**src/rtl/data_mem_arbiter.sv**
```systemverilog
// Two-port (CPU / debug) arbiter for one synchronous data memory.
// Fixed CPU priority, debug anti-starvation counter, one-cycle read return.
//
// Ports:
//   clk, rst            clock, async active-low reset
//   c_req/we/addr/wdata CPU request; c_gnt, c_rvalid, c_rdata return
//   d_req/we/addr/wdata debug request; d_gnt, d_rvalid, d_rdata return
//   m_en/we/addr/wdata  memory command; m_rdata one cycle after a read
module data_mem_arbiter #(
  parameter int AW     = 8,
  parameter int DW     = 32,
  parameter int STARVE = 4
) (
  input  logic          clk,
  input  logic          rst,
  input  logic          c_req,
  input  logic          c_we,
  input  logic [AW-1:0] c_addr,
  input  logic [DW-1:0] c_wdata,
  output logic          c_gnt,
  output logic          c_rvalid,
  output logic [DW-1:0] c_rdata,
  input  logic          d_req,
  input  logic          d_we,
  input  logic [AW-1:0] d_addr,
  input  logic [DW-1:0] d_wdata,
  output logic          d_gnt,
  output logic          d_rvalid,
  output logic [DW-1:0] d_rdata,
  output logic          m_en,
  output logic          m_we,
  output logic [AW-1:0] m_addr,
  output logic [DW-1:0] m_wdata,
  input  logic [DW-1:0] m_rdata
);

  typedef enum logic [1:0] {
    IDLE,
    RD_C,
    RD_D
  } state_t;

  localparam logic [3:0] STV = 4'(STARVE);

  state_t     state;
  logic [3:0] wcnt;
  logic       starved;
  logic       c_win;
  logic       d_win;

  assign starved = (wcnt >= STV);
  assign c_win   = c_req & ~(d_req & starved);
  assign d_win   = d_req & ~c_win;

  // Grants are gated by rst so they drop the moment reset asserts.
  assign c_gnt = rst & c_win;
  assign d_gnt = rst & d_win;
  assign m_en  = c_gnt | d_gnt;

  always_comb begin
    m_we    = 1'b0;
    m_addr  = c_addr;
    m_wdata = c_wdata;
    unique case (1'b1)
      c_gnt: begin
        m_we = c_we;
      end
      d_gnt: begin
        m_we    = d_we;
        m_addr  = d_addr;
        m_wdata = d_wdata;
      end
      default: ;
    endcase
  end

  assign c_rvalid = (state == RD_C);
  assign d_rvalid = (state == RD_D);
  assign c_rdata  = c_rvalid ? m_rdata : '0;
  assign d_rdata  = d_rvalid ? m_rdata : '0;

  always_ff @(posedge clk or negedge rst) begin
    if (!rst) begin
      state <= IDLE;
      wcnt  <= '0;
    end else begin
      unique case (1'b1)
        c_gnt & ~c_we: state <= RD_C;
        d_gnt & ~d_we: state <= RD_D;
        default:       state <= IDLE;
      endcase
      if (d_req & ~d_gnt) begin
        if (wcnt != 4'hf)
          wcnt <= wcnt + 4'd1;
      end else begin
        wcnt <= '0;
      end
    end
  end

endmodule
```
**config.mk**
```make
export PLATFORM = sky130hd
export DESIGN_NAME = data_mem_arbiter
export DESIGN_NICKNAME = d
export VERILOG_FILES = /design/src/rtl/data_mem_arbiter.sv
export SDC_FILE = /design/constraint.sdc
export NUM_CORES = 1
export LEC_CHECK = 0
export ABC_AREA = 1
export CORE_AREA = 2 2 87 89
export CTS_CLUSTER_DIAMETER = 80
export CTS_CLUSTER_SIZE = 10
export DETAILED_ROUTE_END_ITERATION = 10
export DIE_AREA = 0 0 89 91
export GPL_ROUTABILITY_DRIVEN = 0
export PLACE_DENSITY = 0.71
export SLEW_MARGIN = 20
export SYNTH_ARGS = -nofsm -noshare
export SYNTH_HDL_FRONTEND = slang
export SYNTH_SLANG_ARGS = --single-unit
```
**constraint.sdc**
```tcl
create_clock -name clk -period 1.6 [get_ports clk]
set_input_delay 0.32 -clock clk [delete_from_list [all_inputs] [get_ports clk]]
set_output_delay 0.32 -clock clk [all_outputs]
set_load 0.01 [all_outputs]
```
# Word-level counts from Yosys, hierarchy flattened
# Cells that the tools add are included.
# W data, S select, Z words.
op_classes:
  n_addsub: 1
  n_bitwise: 14
  order_cmp: 1
  n_eq_ne: 4
  mux: 8
op_table:
  columns: ["cell", "count"]
  rows:
  - ["$mux W32", 3]
  - ["$and A1 B1 Y1", 8]
  - ["$mux W4", 2]
  - ["$mux W8", 1]
  - ["$not A1 Y1", 5]
  - ["$add A4 B1 Y4 const B", 1]
  - ["$ge A4 B3 Y1 const B", 1]
  - ["$ne A4 B4 Y1 const B", 1]
  - ["$pmux W2 S2", 1]
  - ["$eq A2 B1 Y1 const B", 1]
  - ["$eq A2 B2 Y1 const B", 1]
  - ["$ne A2 B1 Y1 const B", 1]
  - ["$pmux W1 S2", 1]
  - ["$or A1 B1 Y1", 1]
totals:
  out_inout_bits: 110
  elab_cells: 30
  register_bits: 6

# Longest topological paths before layout
# Gate-level depths: netlist of the first run.
logic_depth:
  ltp_word: 10
  ltp_mapped: 7
  ltp_nobuf: 7

# Worst setup path before layout of the first run
# No wires, ideal clock.
synth_path:
  path_kind: "reg2out"
  start: "reg state[0]"
  end: "out d_rdata[10]"
  required_ns: 1.280
  setup_slack_ns: 0.204
  stages_incl_launch_ff: 5
  arrival_ns: 1.076
  cell_sequence: "dfrtp_1 nor2_1 inv_1 clkbuf_1 nor2_1"
synth_via:
  elab_chain_len: 2
synth_lines:
  columns: ["element", "line", "rtl"]
  rows:
  - ["from (decl)", "45", "state_t state;"]
  - ["from (signal assigned)", "84", "state <= IDLE;"]
  - ["from (signal assigned)", "88", "c_gnt & ~c_we: state <= RD_C;"]
  - ["from (signal assigned)", "89", "d_gnt & ~d_we: state <= RD_D;"]
  - ["$eq A2 B2 Y1", "78", "assign d_rvalid = (state == RD_D);"]
  - ["named net d_rvalid", "28", "output logic d_rvalid,"]
  - ["$mux W32", "80", "assign d_rdata = d_rvalid ? m_rdata : '0;"]
  - ["to (decl)", "29", "output logic [DW-1:0] d_rdata,"]
# The timed path passes the listed nets, and every way through them passes these cells.

# Worst setup path in the final report of the first run
layout_path:
  start: "reg wcnt[2]"
  end: "out m_wdata[3]"
layout_via:
  elab_chain_len: 8
layout_lines:
  columns: ["element", "line", "rtl"]
  rows:
  - ["from (decl)", "46", "logic [3:0] wcnt;"]
  - ["from (signal assigned)", "94", "wcnt <= wcnt + 4'd1;"]
  - ["$ge A4 B3 Y1", "51", "assign starved = (wcnt >= STV);"]
  - ["$and A1 B1 Y1", "52", "assign c_win = c_req & ~(d_req & starved);"]
  - ["$not A1 Y1", "52", null]
  - ["$and A1 B1 Y1", "52", null]
  - ["$not A1 Y1", "53", "assign d_win = d_req & ~c_win;"]
  - ["$and A1 B1 Y1", "53", null]
  - ["$and A1 B1 Y1", "57", "assign d_gnt = rst & d_win;"]
  - ["$mux W32", "64", "unique case (1'b1)"]
  - ["to (decl)", "33", "output logic [DW-1:0] m_wdata,"]
# Every way passes these cells.

==> impl_metrics.toml, run 1 <==
[finish]
area_growth_pct = 190
antenna_cells = 0
nFillCells = 758
drive_gt1_share_pct = 33.7
num-nets-final = 647
final_cells = 625

[global_routing]
grt-ovfl-total = 0
antenna_found_initial = 0
grt_max_degree = 36
gr-usage-all-layers_pct = 17.7
grt_pass1_wl_mm = 11.6
grt_pass1_vias = 2548

[worst_setup_path]
r2r.worst_path.cells = 8
crit_chain = "o21ai_2 > nand2_4 > nand2_8 > buf_12 > buf_4 > nand2_1 > nand2_1 > buf_2"
cp.required_ps = 1280
endpoint_kind = "output port"
crit_fanout = 9
regToRegStartpoint = "wcnt[2]"
cpMostUsedCell = "nand2_1"
critPathLaunchType = "register"
path_buf_inv = 3
max_stage_delay_ps = 390
crit_type = "register to output port"
slowest_stage = "dfrtp_1"
rr_endpoint = "wcnt[3]"
cp_top_family = "flip-flops"
r2r_slack_ps = 180
cp_data_arrival_time_ps = 1520

[cts]
insertion_delay_ps = 220
cts.clk_slew.worst_paths_ps = 30
hold_buffers = 0
cts_sinks = 6
cts_buffers = 3
root_buffer = "clkbuf_8"
clock_path_buffers = 2
cts_tree = "yes"
htree_levels = 1

[sta]
slew_violations = 0
tightest_slew_ps = 199
fin_skew_ps = 2.33
fin_hold_ws_ps = 176
finalCritPeriodShare_pct = 115
rsz0062_at_grt = "yes"
hold_viol = 0
finalSetupViolCount = 42
tns_ps = -6760
max_slew_margin_pct = 86.6
min_period_ps = 1840
max_freq_mhz = 544
setup_ws_ps = -240

[detailed_routing]
wl_met2_mm = 4.31
first_pass_iters = 4
dr.first_iter.drc_count = 52
met1_length_mm = 2.95
vias_per_cell = 4.28
wl_per_cell_um = 13.2
wl_met3_um = 762
vias = 2676
ant_nets = 0
top_layer = "met4"
routed_wl_mm = 8.26
drc = 0

[floorplanning]
core_area_um2 = 7140
std_cell_rows = 31
die_x_um = 89
dieArea_um2 = 8100
io_pins = 228
start_util_pct = 18.4
die_height_um = 91

[logic_synthesis]
yosys_warnings = 0
synth_area_um2 = 1310
synth_seq_area_share_pct = 11.4
synth.distinct_cells = 16
ys_ff_latch = 6
avgSynthCellArea_um2 = 4.67
synth_cells = 281
synth_fp_nets = 400

[flow_run]
drv_cap = 0

[placed_design]
io_buffers = 227
dp_cells = 607
dp_hpwl_mm = 6.33

[power]
seq_power_share_pct = 13.1
cellInternalPower_uw = 833
p_leak_uw = 0.00214
power_frac_clock_pct = 17.4
peakVddDrop_mv = 0.191
p_per_area_nw_per_um2 = 334
p_sw_share_pct = 34.4
switching_power_uw = 436
combPwrFrac_pct = 69.5

[status]
outcome = "finished with violations"
violations = "setup timing"

[worst_hold_path]
min-delay-path-class = "input port to asynchronous set/reset pin"
[metrics by stage]
step / setup slack, ps / utilization (%) / total power, uW / cell area [um^2]
floorplan: 204 / - / 442 / 1310
global placement: -711 / 53.2 / 1040 / 3800
detailed placement: -754 / 53.2 / 1050 / 3800
CTS: -267 / 52.6 / 1250 / 3760
global route: -319 / 53.3 / 1360 / 3800
finish: -240 / 53.3 / 1270 / 3800
[registers in the layout (all words and copies together), names as in the netlist]
name and count:
wcnt 4, state 2
[layout by cell type (no fill, tap or decap)]
master and instances:
clkdlybuf4s50_1 114, buf_2 69, nor2_1 67, nand2_1 57, nand3_1 42, inv_1 38
nand2_2 27, buf_6 18, buf_4 16, clkbuf_2 15, dlygate4sd2_1 12, nand2_4 7
clkdlybuf4s15_1 7, buf_12 6, dfrtp_1 6, inv_2 3, nor2_4 3, o21ai_0 3
clkbuf_8 3, nor2_2 2, clkbuf_16 2, o21ai_2 1, inv_4 1, nand2_8 1
nand3_4 1, o21ai_1 1, xnor2_1 1, or2_2 1, ha_1 1, bufbuf_16 1
[Yosys cell counts, drive strengths merged]
| master | number | area [um^2] |
|---|---|---|
| buf | 12 | 85.1 |
| clkbuf | 6 | 22.5 |
| dfrtp | 6 | 150 |
| ha | 1 | 12.5 |
| inv | 42 | 158 |
| nand2 | 92 | 355 |
| nand3 | 43 | 215 |
| nor2 | 72 | 270 |
| o21ai | 5 | 28.8 |
| or2 | 1 | 6.26 |
| xnor2 | 1 | 8.76 |
[how the worst max path moves through the flow]
stage	slack, ps	cells past startpoint	to	startpoint
final	-240	8	m_wdata[3]	wcnt[2]
after global routing	-320	8	m_wdata[3]	wcnt[2]
after CTS	-270	7	m_wdata[17]	wcnt[3]
after detailed placement	-750	7	m_wdata[24]	d_req
after global placement	-710	7	m_wdata[22]	d_req
after floorplan	200	4	d_rdata[10]	state[0]
[final cells by class]
class,instances,area (um^2),area share (%)
Clock buffer,3,41.3,1.09
Inverter,42,160,4.21
Multi-Input combinational cell,215,1060,28.0
Sequential cell,6,150,3.95
Tap cell,99,124,3.26
Timing Repair Buffer,260,2260,59.5
[logic make-up after synthesis]
kind of cell	count (synthesis)	synth area share (%)
buffers and inverters	60	20.2
xor gates and xnor gates	1	0.667
DFF	6	11.4
and+or+nand+nor	208	64.5
adders and majority gates	1	0.953
AOI/OAI and AO/OA	5	2.19
[metal layers]
layer / track usage, % / vias to the layer above
met5: 0 / -
met4: 6.34 / 0
met3: 3.00 / 18
met2: 34.1 / 161
met1: 18.5 / 1171
li1: - / 1326
[what timing repair did]
item,CTS,global route
endpoints found under the hold margin,0,0
buffers inserted,9,1
endpoints found under the setup margin,110,79
cloned,4,2
gates resized for setup,381,83
pin swaps,4,5
[worst reg2reg max path: stages (launching register included)]
cell	delay [ps]
dfrtp_1	390
o21ai_2	220
nand2_4	120
nand2_8	120
buf_4	120
buf_6	90
buf_4	100
nand2_1	90
nor2_1	100
[power by group through the flow]
stage | logic [uW] | registers [uW] | clock network (uW)
global placement | 875 | 167 | 0
detailed placement | 884 | 167 | 0
finish | 882 | 166 | 221
CTS | 855 | 165 | 231
global route | 949 | 167 | 241
floorplan | 275 | 167 | 0
Note: power is estimated with default switching activity, not from simulation.
==> run 2: changes to the inputs <==
--- a/config.mk
+++ b/config.mk
@@ -6,11 +6,11 @@
 export NUM_CORES = 1
 export LEC_CHECK = 0
 export ABC_AREA = 1
-export CORE_AREA = 2 2 87 89
+export CORE_AREA = 3 3 88 90
 export CTS_CLUSTER_DIAMETER = 80
 export CTS_CLUSTER_SIZE = 10
 export DETAILED_ROUTE_END_ITERATION = 10
-export DIE_AREA = 0 0 89 91
+export DIE_AREA = 0 0 91 93
 export GPL_ROUTABILITY_DRIVEN = 0
 export PLACE_DENSITY = 0.71
 export SLEW_MARGIN = 20
==> impl_metrics.toml, run 2 (same netlist as run 1, synthesis figures left out) <==
[cts]
htree_levels = 1
cts_tree = "yes"
cts.clk_slew.worst_paths_ps = 30
root_buffer = "clkbuf_8"
hold_buffers = 0
cts_sinks = 6
insertion_delay_ps = 220
cts_buffers = 3
clock_path_buffers = 2

[detailed_routing]
dr.first_iter.drc_count = 43
wl_met3_um = 732
wl_per_cell_um = 15.0
top_layer = "met4"
met1_length_mm = 3.44
vias_per_cell = 4.34
ant_nets = 0
drc = 0
vias = 2738
wl_met2_mm = 5.21
routed_wl_mm = 9.47
first_pass_iters = 4

[global_routing]
grt_pass1_vias = 2600
grt_max_degree = 34
grt_pass1_wl_mm = 12.8
antenna_found_initial = 0
grt-ovfl-total = 0
gr-usage-all-layers_pct = 18.5

[floorplanning]
core_area_um2 = 7140
std_cell_rows = 31
dieArea_um2 = 8460
die_x_um = 91
die_height_um = 93
start_util_pct = 18.4
io_pins = 228

[worst_hold_path]
min-delay-path-class = "input port to asynchronous set/reset pin"

[finish]
num-nets-final = 653
antenna_cells = 0
fin_area_um2 = 4320
reg.largest.list = "wcnt: 4 flops, state: 2 flops"
largest_reg_flops = 4
area_growth_pct = 229
final_common_cell = "clkdlybuf4s50_1"
final_cell_mix = "clkdlybuf4s50_1 (114), nand2_1 (61), buf_2 (60)"
drive_gt1_share_pct = 46.4
top_register = "wcnt"

[power]
p_per_area_nw_per_um2 = 329
peakVddDrop_mv = 0.180
p_leak_uw = 0.00226

[worst_setup_path]
endpoint_kind = "output port"
cp_top_family = "buffers and inverters"
path_buf_inv = 3
max_stage_delay_ps = 410
crit_type = "register to output port"
crit_fanout = 9
cp_data_arrival_time_ps = 1520
cp.required_ps = 1280
slowest_stage = "dfrtp_1"
critPathLaunchType = "register"
crit_chain = "o21ai_4 > nand2_4 > buf_12 > clkbuf_16 > nand3_2 > nand2_1 > buf_2"

[placed_design]
placed_cell_area_um2 = 3750
io_buffers = 227
dp_hpwl_mm = 6.28

[status]
outcome = "finished with violations"
violations = "setup timing"

[sta]
finalSetupViolCount = 43
slew_violations = 0
max_slew_margin_pct = 84.4
hold_viol = 0
rsz0062_at_grt = "yes"
tns_ps = -8710
min_period_ps = 1840
fin_skew_ps = 0.185
tightest_slew_ps = 231
setup_ws_ps = -240
fin_hold_ws_ps = 161
finalCritPeriodShare_pct = 115
max_freq_mhz = 543

[flow_run]
drv_cap = 0
-- run 2: stage by stage --
step,power [uW],setup slack [ps],std cells,util (%)
floorplan,442,204,281,-
global placement,1030,-752,600,52.5
detailed placement,1040,-803,600,52.5
CTS,1270,-292,616,53.0
global route,1510,-295,631,60.6
finish,1420,-240,631,60.6
-- run 2: report_power, final --
| group | switching (uW) | internal [uW] | leakage, uW | total, uW |
|---|---|---|---|---|
| Combinational | 444 | 592 | 0.00216 | 1040 |
| Sequential | 5.75 | 160 | 0.0000809 | 166 |
| Clock | 60.4 | 161 | 0.0000216 | 222 |
| Total | 510 | 913 | 0.00226 | 1420 |
-- run 2: repair_timing --
| item | 4_1_cts | 5_1_grt |
|---|---|---|
| resized for setup | 394 | 160 |
| gates cloned | 6 | 12 |
| pin swaps | 6 | 23 |
| endpoints found under the setup margin | 110 | 88 |
| buffers inserted | 7 | 4 |
-- run 2: final cells by class --
| class | instances | area (um^2) |
|---|---|---|
| clock buffers | 3 | 41.3 |
| well taps | 99 | 124 |
| inverters | 42 | 165 |
| repair buffers | 266 | 2520 |
| flip-flops and latches | 6 | 150 |
| multi-input cells | 215 | 1320 |
| fillers | 679 | 2820 |
-- run 2: per-layer routing --
layer	vias up	GRT usage, %
li1	1351	-
met1	1230	18.8
met2	151	37.6
met3	6	4.02
met4	0	4.52
met5	-	0
-- run 2: worst paths after layout --
check / from / end / slack [ps] / cells past startpoint
min in group clk: wcnt[0] / wcnt[0] / 590 / 2
setup / recovery: wcnt[2] / m_wdata[17] / -240 / 7
hold reg to reg: wcnt[0] / wcnt[0] / 590 / 2
hold / removal: rst / state[0] / 160 / 2
max in group asynchronous: rst / wcnt[0] / 1330 / 2
setup reg to reg: wcnt[2] / wcnt[1] / 170 / 7
